==> src/rtl/xgriscv_retire_monitor.sv <==
// xgriscv_retire_monitor
// Watches the writeback stage of xgriscv_pipeline. Every accepted retirement
// is pushed into a trace FIFO that is drained over a valid/ready port. The
// block counts cycles and retired instructions. It raises done once the run
// has ended (end-PC match or watchdog) and the FIFO has drained.
// Optional feature macro: XGRISCV_SELFLOOP_HALT_EN. When it is defined, a
// retired `jal x0,0` (0x0000006f) in RUN also ends the run, exactly like an
// end-PC match.
//
// Trace handshake: an entry moves from the monitor to the consumer at a
// rising clk edge where trace_valid && trace_ready are both high. trace_valid
// never depends on trace_ready. The head fields stay stable while trace_valid
// is high and no transfer happens. The head fields are meaningless while
// trace_valid is low.
module xgriscv_retire_monitor #(
    parameter int DEPTH = 8,
    parameter int WDOG  = 1024
) (
    input  logic        clk,
    input  logic        rstn,
    input  logic        retire_valid,
    input  logic [31:0] retire_pc,
    input  logic [31:0] retire_instr,
    input  logic        retire_we,
    input  logic [4:0]  retire_rd,
    input  logic [31:0] retire_wdata,
    input  logic [31:0] end_pc,
    output logic        trace_valid,
    input  logic        trace_ready,
    output logic [31:0] trace_pc,
    output logic [31:0] trace_instr,
    output logic [31:0] trace_wdata,
    output logic [4:0]  trace_rd,
    output logic        trace_we,
    output logic        done,
    output logic        timeout,
    output logic        overflow,
    output logic [31:0] cycle_count,
    output logic [31:0] instret,
    output logic [1:0]  dbg_state
);

    localparam int AW = $clog2(DEPTH);
    localparam int EW = 32 + 32 + 32 + 5 + 1;
    localparam logic [AW:0] PTR_ONE = (AW + 1)'(1);
    localparam logic [31:0] WDOG_LAST = 32'(WDOG - 1);

    typedef enum logic [1:0] {
        S_IDLE  = 2'd0,
        S_RUN   = 2'd1,
        S_DRAIN = 2'd2,
        S_DONE  = 2'd3
    } state_t;

    state_t        state;
    logic [31:0]   wdog_cnt;
    logic [AW:0]   wr_ptr;
    logic [AW:0]   rd_ptr;
    logic [EW-1:0] mem [DEPTH];
    logic [EW-1:0] entry_in;
    logic [EW-1:0] head;

    logic fifo_empty;
    logic fifo_full;
    logic pop;
    logic accept;
    logic push;
    logic end_hit;
    logic wdog_hit;
    logic counting;

    // Extra MSB on the pointers tells a full FIFO apart from an empty one.
    assign fifo_empty = (wr_ptr == rd_ptr);
    assign fifo_full  = (wr_ptr[AW] != rd_ptr[AW]) &&
                        (wr_ptr[AW-1:0] == rd_ptr[AW-1:0]);

    assign pop    = !fifo_empty && trace_ready;
    // Retirements only count while the program is still executing.
    assign accept = retire_valid && ((state == S_IDLE) || (state == S_RUN));
    // A pop in the same cycle frees a slot, so a full FIFO can still take the push.
    assign push   = accept && (!fifo_full || pop);

`ifdef XGRISCV_SELFLOOP_HALT_EN
    assign end_hit = (retire_pc == end_pc) || (retire_instr == 32'h0000_006f);
`else
    assign end_hit = (retire_pc == end_pc);
`endif

    assign wdog_hit = (state == S_RUN) && !retire_valid && (wdog_cnt == WDOG_LAST);
    assign counting = (state == S_RUN) || (state == S_DRAIN);

    assign entry_in = {retire_pc, retire_instr, retire_wdata, retire_rd, retire_we};
    assign head     = mem[rd_ptr[AW-1:0]];
    assign {trace_pc, trace_instr, trace_wdata, trace_rd, trace_we} = head;

    assign trace_valid = !fifo_empty;
    assign done        = (state == S_DONE);
    assign dbg_state   = state;

    // Run-control FSM together with the watchdog and the sticky timeout flag.
    always_ff @(posedge clk) begin
        if (!rstn) begin
            state    <= S_IDLE;
            wdog_cnt <= 32'd0;
            timeout  <= 1'b0;
        end else begin
            case (state)
                S_IDLE: begin
                    wdog_cnt <= 32'd0;
                    if (retire_valid) begin
                        state <= S_RUN;
                    end
                end
                S_RUN: begin
                    if (retire_valid) begin
                        wdog_cnt <= 32'd0;
                        if (end_hit) begin
                            state <= S_DRAIN;
                        end
                    end else if (wdog_hit) begin
                        state   <= S_DRAIN;
                        timeout <= 1'b1;
                    end else begin
                        wdog_cnt <= wdog_cnt + 32'd1;
                    end
                end
                S_DRAIN: begin
                    if (fifo_empty) begin
                        state <= S_DONE;
                    end
                end
                S_DONE: begin
                    state <= S_DONE;
                end
                default: begin
                    state <= S_IDLE;
                end
            endcase
        end
    end

    // FIFO pointers; a pop and a push may happen in the same cycle.
    always_ff @(posedge clk) begin
        if (!rstn) begin
            wr_ptr <= '0;
            rd_ptr <= '0;
        end else begin
            if (push) begin
                wr_ptr <= wr_ptr + PTR_ONE;
            end
            if (pop) begin
                rd_ptr <= rd_ptr + PTR_ONE;
            end
        end
    end

    // FIFO storage; it needs no reset because the pointers mark which entries are valid.
    always_ff @(posedge clk) begin
        if (push) begin
            mem[wr_ptr[AW-1:0]] <= entry_in;
        end
    end

    // Saturating counters and the sticky overflow flag.
    always_ff @(posedge clk) begin
        if (!rstn) begin
            cycle_count <= 32'd0;
            instret     <= 32'd0;
            overflow    <= 1'b0;
        end else begin
            if (counting && (cycle_count != 32'hFFFF_FFFF)) begin
                cycle_count <= cycle_count + 32'd1;
            end
            if (accept && (instret != 32'hFFFF_FFFF)) begin
                instret <= instret + 32'd1;
            end
            if (accept && !push) begin
                overflow <= 1'b1;
            end
        end
    end

endmodule

==> config.mk <==
export PLATFORM = sky130hd
export DESIGN_NAME = xgriscv_retire_monitor
export DESIGN_NICKNAME = d
export VERILOG_FILES = /design/src/rtl/xgriscv_retire_monitor.sv
export SDC_FILE = /design/constraint.sdc
export NUM_CORES = 1
export LEC_CHECK = 0
export ABC_AREA = 1
export BUFFER_PORTS_ARGS = -buffer_cell sky130_fd_sc_hd__buf_4
export CAP_MARGIN = 20
export CELL_PAD_IN_SITES_DETAIL_PLACEMENT = 1
export CELL_PAD_IN_SITES_GLOBAL_PLACEMENT = 2
export CORE_MARGIN = 2
export CORE_UTILIZATION = 40
export CTS_CLUSTER_SIZE = 8
export DETAILED_ROUTE_END_ITERATION = 7
export PLACE_DENSITY_LB_ADDON = 0.1
export SYNTH_ARGS = -nofsm -noshare
export SYNTH_HDL_FRONTEND = slang
export SYNTH_SLANG_ARGS = --single-unit
==> constraint.sdc <==
create_clock -name clk -period 10.18 [get_ports clk]
set_input_delay 1.018 -clock clk [delete_from_list [all_inputs] [get_ports clk]]
set_output_delay 1.018 -clock clk [all_outputs]
set_load 0.005 [all_outputs]
* Word-level counts from Yosys, hierarchy flattened
Memories as Yosys holds them, arrays and structs flattened. A register that Yosys moved wholly into a read port is not among the register bits.
Cells that the tools add are included.
** Storage, ports and cells
- Memory bits (writable) :: 816
- Memories :: 1
- Input bits :: 138
- Logic and storage cells :: 64
- Register bits after elaboration :: 108
- Output and inout port bits :: 172
- Bits in read-only memories :: 0
- Latch bits :: 0
** Operators by class
- Equal/unequal tests :: 15
- Divide/modulo/power cells :: 0
- Bitwise gates (word level) :: 1
- Shift-type cells :: 0
- Order comparisons :: 0
- Mux-type cells :: 13
- Add/subtract/negate cells :: 5
- Reductions and logical operators :: 21
- $mul :: 0
** Memory list
- mem :: depth 8, width 102, read ports 1, clocked after memory_dff 1, write ports 1, line 59 : logic [EW-1:0] mem [DEPTH];
** Operator list (count)
- $add A32 B1 Y32 const B :: 3
- $mux W32 :: 2
- $ne A32 B32 Y1 const B :: 2
- $pmux W32 S2 :: 1
- $eq A32 B10 Y1 const B :: 1
- $eq A32 B32 Y1 :: 1
- $mux W2 :: 5
- $logic_and A1 B1 Y1 :: 9
- $ne A3 B3 Y1 const B :: 3
- $add A4 B1 Y4 const B :: 2
- $pmux W2 S4 :: 1
- $mux W3 :: 2
- $eq A2 B2 Y1 const B :: 2
- $eq A4 B4 Y1 :: 1
- $logic_not A1 Y1 :: 4
- $ne A2 B2 Y1 const B :: 2
- $reduce_and A4 Y1 :: 1
- $eq A3 B3 Y1 :: 1
- $logic_or A1 B1 Y1 :: 3
- $reduce_and A3 Y1 :: 1
- $eq A2 B1 Y1 const B :: 1
- $logic_not A2 Y1 :: 1
- $mux W1 :: 2
- $reduce_and A2 Y1 :: 1
- 3 further kinds :: 3

* Depth between registers and ports, before layout
Gate-level depths: netlist of the first run.
- Word-level depth :: 7
- Depth in mapped cells :: 12
- Depth with buffers taken out :: 12

* Worst setup path before layout of the first run
Ideal clock, no wire load.
- Path kind :: input to register
- Start point :: input retire_valid
- End point :: memory mem[6][0] in the netlist's numbering (enable)
- Data arrival time :: 8612 ps
- Setup time :: 688 ps
- Path slack :: 880 ps
- Buffers on the path :: 0
- Required time :: 9492 ps
- Stages on the path :: 6
- Cell sequence :: inv_1 > nor2_1 > nand2_1 > inv_1 > nand2_1 > nor3_1
** Between the ends
- Cells in the longest elaborated chain, start to end :: 4
** RTL lines
- from (decl) :: line 21 : input logic retire_valid,
- $logic_and A1 B1 Y1 :: line 79 : assign accept = retire_valid && ((state == S_IDLE) || (state == S_RUN));
- $logic_and A1 B1 Y1 :: line 81 : assign push = accept && (!fifo_full || pop);
- $mux W1 :: line 159 : if (push) begin
- $mux W1 (implied by the code) :: line 160 : mem[wr_ptr[AW-1:0]] <= entry_in;
- to (decl) :: line 59
Every way passes these cells.

==> results.txt, run 1 <==
sequential share of the synthesized area: 70.01%
Switching Share: 33.23%
GPL Wtd Cong: 0.7932
largest cells by area after synthesis: edfxtp_1 64%, nor2_1 8.5%, dfxtp_1 5.8%
CTS tree: yes
final slew viol count: 0
NetSw: 4.053 mW
clk sinks: 927
asr flop ratio synth: 0%
NumNets Final: 3,850
count leader, synth: nor2_1
combinational group share of total power: 29.0%
simple logic cell fraction of the synthesized area: 14.56%
Total GRT Usage: 22.22%
worst slack, placed: 5.579 ns
mux cell area share after synthesis: 0%
vias in the first global route: 28,534
RR Endpoint: mem[5][50]
GRT Residual Overflow: 0
critical path required time: 9.16 ns
Max H-tree Level: 4
post-synthesis cell area: 38,180 um^2
Hold Buf Count CTS: 0
Worst Reg-to-Reg Cells: 10
Worst-Margin Slew: 1.123 ns
worst min-delay path endpoint: timeout
I/O Pins: 310
Peak Freq: 0.1960 GHz
# rows: 113
Core Region: 94,730 um^2
hold path depth: 2
RR Startpoint: dbg_state[1]
Clock Tree Root: clkbuf_16
Reg2Reg Setup Slack: 5.89 ns
CP Launch Type: register
final setup TNS: 0 ns
Core Util, Final: 47.93%
worst min path class: register to register
PwrDens: 268.6 nW/um^2
Clock Skew: 0.03613 ns
number of synthesized flops with an enable pin: 816
Detail Route Antenna Nets: 0
Ys Warns: 0
largest family of logic cells by synthesized area: simple AND/OR/NAND/NOR gates
crit path time final: 5.103 ns
status: finished, final reports clean
drt pass-1 iters: 5
Flop pwr share: 37.8%
peak supply drop: 273.4 uV
Critical Setup Path Class: register to output port
largest net degree at the start of global routing: 255
Hold Slack: 0.4649 ns
Clk pwr share: 33.2%
post-CTS setup repair buffer count: 0
initial core utilization: 40.30%
register bit total from synthesis: 927
routed vias/inst: 5.345
Slew HR: 25.12%
clk buf depth: 3
hold path startpoint: timeout
Compound-Gate Fraction of Synth Area: 10.26%
top cell type's share of synthesized area: 64.18%
critical path fanouts, max: 96
Int Power: 8.144 mW
Port Buffers: 309
DRC errors left: 0
CTS Buf Count: 134
final worst slack: 5.077 ns
Cell variety after synth: 41
overall routed net length: 109,400 um
via count: 26,766
Synth-to-Final Area Change: 18.93%
period utilization: 50.13%
clk_lat worst skew: 0.73 ns
Most used DFF post-synth: edfxtp_1
Fin. Hold Viols: 0
Syn Nets: 3,558
syn_area_per_cell: 11.20 um^2
first-pass GRT wire length: 168,300 um
Synth Area in Adders: 0.3277%
Die W: 312.9 um
Synth top cells by count: 862 x nor2_1, 816 x edfxtp_1, 439 x o21ai_0, 335 x nand2_1
final setup fails: 0
crit path DAT: 4.09 ns
share of layout cells above drive strength 1: 14.39%
routed len/inst: 21.84 um
Die Ht: 312.9 um
initial antenna violation count: 6
Max-cap violations: 0
type of destination of the critical path: output port
Leakage: 15.65 nW
RSZ-0062 raised after global routing: false
xor and xnor fraction of the mapped netlist area: 1.537%
initial DRC count: 1,442
largest area contributor in the netlist: edfxtp_1
DP HPWL: 61,030 um
Resized cells post-CTS: 0
Cells after Synth: 3,410
Clk pin slew, worst setup/hold paths: 0.05 ns
full die area: 97,930 um^2
[critical path, cell delays in order (launching register included)]
cell and delay (ns):
dfxtp_4 0.74, buf_4 0.70, buf_4 0.89, o21ai_0 0.22
o22ai_1 0.20, nor2_1 0.06, a31oi_1 0.34, buf_4 0.19
[power by group through the flow]
stage / Sequential (mW) / Combinational (mW) / Clock, mW
after global routing: 4.64 / 3.95 / 4.29
after floorplan: 4.63 / 2.07 / 0
final: 4.61 / 3.53 / 4.05
after global placement: 4.67 / 3.50 / 0
after detailed placement: 4.69 / 3.60 / 0
after CTS: 4.62 / 3.62 / 4.15
[sequential cells by signal, summed over array words and instances (netlist names), named ones only]
register / flops
cycle_count: 32
dbg_state: 2
instret: 32
mem: 816
overflow: 1
rd_ptr: 4
timeout: 1
wdog_cnt: 32
wr_ptr: 4
[cell type report]
type                       count  area, um^2
fill                       10088       49320
sequential                   927       26730
multi-input combinational   2177       10240
clock buffer                 161        3528
timing repair buffer         338        2582
tap                         1265        1583
inverter                     124       483.0
clock inverter                13       241.5
antenna                        3       7.507
[cell usage in the layout, fill, tap and decap left out, drive strengths merged]
cell / synthesis / layout
and2: 1 / 1
xnor2: 43 / 43
o21ai: 442 / 442
o22ai: 102 / 102
nor3b: 7 / 7
inv: 123 / 129
and3: 3 / 3
edfxtp: 816 / 816
clkbuf: 117 / 161
dfxtp: 111 / 111
diode: 0 / 3
nand2: 346 / 346
nor2: 872 / 872
o21a: 1 / 1
a211oi: 1 / 1
buf: 65 / 338
clkinv: 1 / 7
xor2: 24 / 24
nor4: 4 / 4
o21bai: 2 / 2
nand4: 37 / 37
a21oi: 76 / 76
bufinv: 0 / 1
or2: 4 / 4
nand3: 50 / 50
ha: 10 / 10
a31oi: 102 / 102
nor3: 48 / 48
a21boi: 2 / 2
[cell families (layout without fill, tap and decap cells)]
group                      Yosys count  after routing
DFF                                927            927
other                                0              3
AOI/OAI and AO/OA                  728            728
adders and majority gates           10             10
buffers and inverters              306            636
and+or+nand+nor                   1372           1372
xor gates and xnor gates            67             67
[through the flow]
stage	cells	power [mW]	instance area, um^2
finish	5008	12.20	45400
global route	5007	12.88	45400
CTS	5004	12.39	45370
detailed placement	4830	8.290	41600
global placement	4830	8.176	41600
floorplan	3410	6.700	38180
[worst max-delay path by stage]
stage                       startpoint               to
after floorplan           retire_valid        mem[6][0]
after global placement        register  trace_instr[21]
after detailed placement  retire_valid       mem[5][55]
after CTS                     register  trace_instr[21]
after global routing          register  trace_instr[21]
final                         register  trace_instr[21]
[metal layers]
metal  track usage, %  up-vias  wire, um  share of wire (%)
li1                 -    12576         -                  -
met1            28.12    13536     47150                 43
met2            38.79      489     55220                 50
met3            4.287      157      4854                4.4
met4            6.274        8      2069                1.9
met5                0        -        64              0.059
(Power assumes the default switching activity.)
==> inputs of run 2 (changes only) <==
Clock period 10.18 ns to 5.3 ns, I/O delays scaled along.
==> results.txt, run 2 (synthesis results as in run 1) <==
Detail Route Antenna Nets: 0
Peak Freq: 0.2208 GHz
Clock Skew: 0.03071 ns
type of destination of the critical path: output port
via count: 26,988
drt pass-1 iters: 5
routed len/inst: 21.33 um
Synth-to-Final Area Change: 21.03%
critical path required time: 4.77 ns
Die Ht: 312.9 um
CP peak stage delay: 0.78 ns
critical path fanouts, max: 188
Total GRT Usage: 22.03%
Clock Tree Root: clkbuf_16
crit path time final: 4.529 ns
Leakage: 15.96 nW
most common cell after layout, fill and taps aside: nor2_1
# rows: 113
GPL Wtd Cong: 0.7875
Max-cap violations: 0
most frequent cells in the layout: 855 x nor2_1, 816 x edfxtp_1, 439 x o21ai_0
share of layout cells above drive strength 1: 14.36%
Slew HR: 14.83%
Clk pin slew, worst setup/hold paths: 0.05 ns
clk_lat worst skew: 0.74 ns
RSZ-0062 raised after global routing: false
CP most frequent cell: buf_4
DP HPWL: 61,940 um
clk buf depth: 3
final setup fails: 0
largest net degree at the start of global routing: 197
Critical Setup Path Class: register to output port
NumNets Final: 3,914
initial DRC count: 1,638
clk sinks: 927
first-pass GRT wire length: 167,800 um
final setup TNS: 0 ns
crit-path leading delay family: buffers and inverters
Die W: 312.9 um
CP Launch Type: register
Fin. Hold Viols: 0
initial antenna violation count: 7
Port Buffers: 309
crit path DAT: 4.00 ns
CTS tree: yes
slowest CP cell: inv_8
full die area: 97,930 um^2
vias in the first global route: 28,885
peak supply drop: 433.0 uV
status: finished, final reports clean
DRC errors left: 0
worst path cell trace: inv_8 -> buf_4 -> o21ai_0 -> o22ai_1 -> nor2_1 -> a31oi_1 -> buf_4
final slew viol count: 0
initial core utilization: 40.30%
overall routed net length: 108,300 um
Largest register FFs: 816
Max H-tree Level: 4
Core Region: 94,730 um^2
CTS Buf Count: 134
routed vias/inst: 5.314
CP bufs+invs: 3
I/O Pins: 310
Worst-Margin Slew: 1.277 ns
PwrDens: 509.8 nW/um^2
GRT Residual Overflow: 0
worst min path class: primary input to register
Core Util, Final: 48.78%
Fillers: 10,034
period utilization: 85.45%
[run 2: path summary, 6_finish.rpt]
check	from	end	slack [ns]	depth (start not counted)
setup / recovery	register	trace_wdata[18]	0.77	7
hold / removal	retire_wdata[3]	mem[2][9]	0.04	1
hold reg to reg	rd_ptr[3]	rd_ptr[3]	0.47	2
setup reg to reg	dbg_state[1]	mem[6][93]	1.63	9
[run 2: final cells by class]
type / instances / area [um^2] / share of cell area (%)
antenna: 4 / 10.01 / 0.02166
clock buffer: 164 / 3466 / 7.501
clock inverter: 16 / 345.3 / 0.7474
inverter: 124 / 483.0 / 1.045
multi-input combinational: 2177 / 10250 / 22.19
sequential: 927 / 26730 / 57.86
tap: 1265 / 1583 / 3.425
timing repair buffer: 402 / 3336 / 7.219
[run 2: metal layers]
metal | vias up | track usage [%] | routed length, um
met3 | 162 | 3.871 | 4149
met5 | - | 0 | 38
met1 | 13609 | 28.48 | 48150
met4 | 6 | 7.025 | 2466
li1 | 12713 | - | -
met2 | 498 | 37.70 | 53500
[run 2: worst reg2reg max path, stage by stage (launching register included)]
cell,delay (ns)
dfxtp_1,0.35
inv_1,0.12
ha_1,0.48
nor2_1,0.18
nor2_1,0.46
nand2_1,0.33
inv_1,0.17
nand2_1,0.27
nor3_4,0.27
buf_4,0.63
[run 2: metrics by stage]
stage | cell area, um^2 | instances | power, mW | hold WS [ns] | setup WS (ns)
after floorplan | 38190 | 3410 | 12.86 | 0.4432 | -0.8761
after detailed placement | 41830 | 4840 | 15.94 | 0.4689 | 1.512
after CTS | 46180 | 5074 | 23.90 | 0.0006029 | 0.7086
after global placement | 41830 | 4840 | 15.71 | 0.4628 | 1.513
final | 46210 | 5079 | 23.56 | 0.04335 | 0.7710
after global routing | 46210 | 5079 | 24.87 | 0.01693 | 0.4719
[run 2: what timing repair did]
action | in CTS | in global routing
endpoints found under the setup margin | 0 | 0
hold endpoints to repair | 348 | 0
buffers inserted | 0 | 0
hold buffers | 54 | 0
resized for setup | 0 | 0
[run 2: where the power goes]
group / switching (mW) / internal (mW) / total, mW
clock network: 3.16 / 4.66 / 7.82
logic: 4.41 / 2.43 / 6.84
registers: 0.328 / 8.57 / 8.90
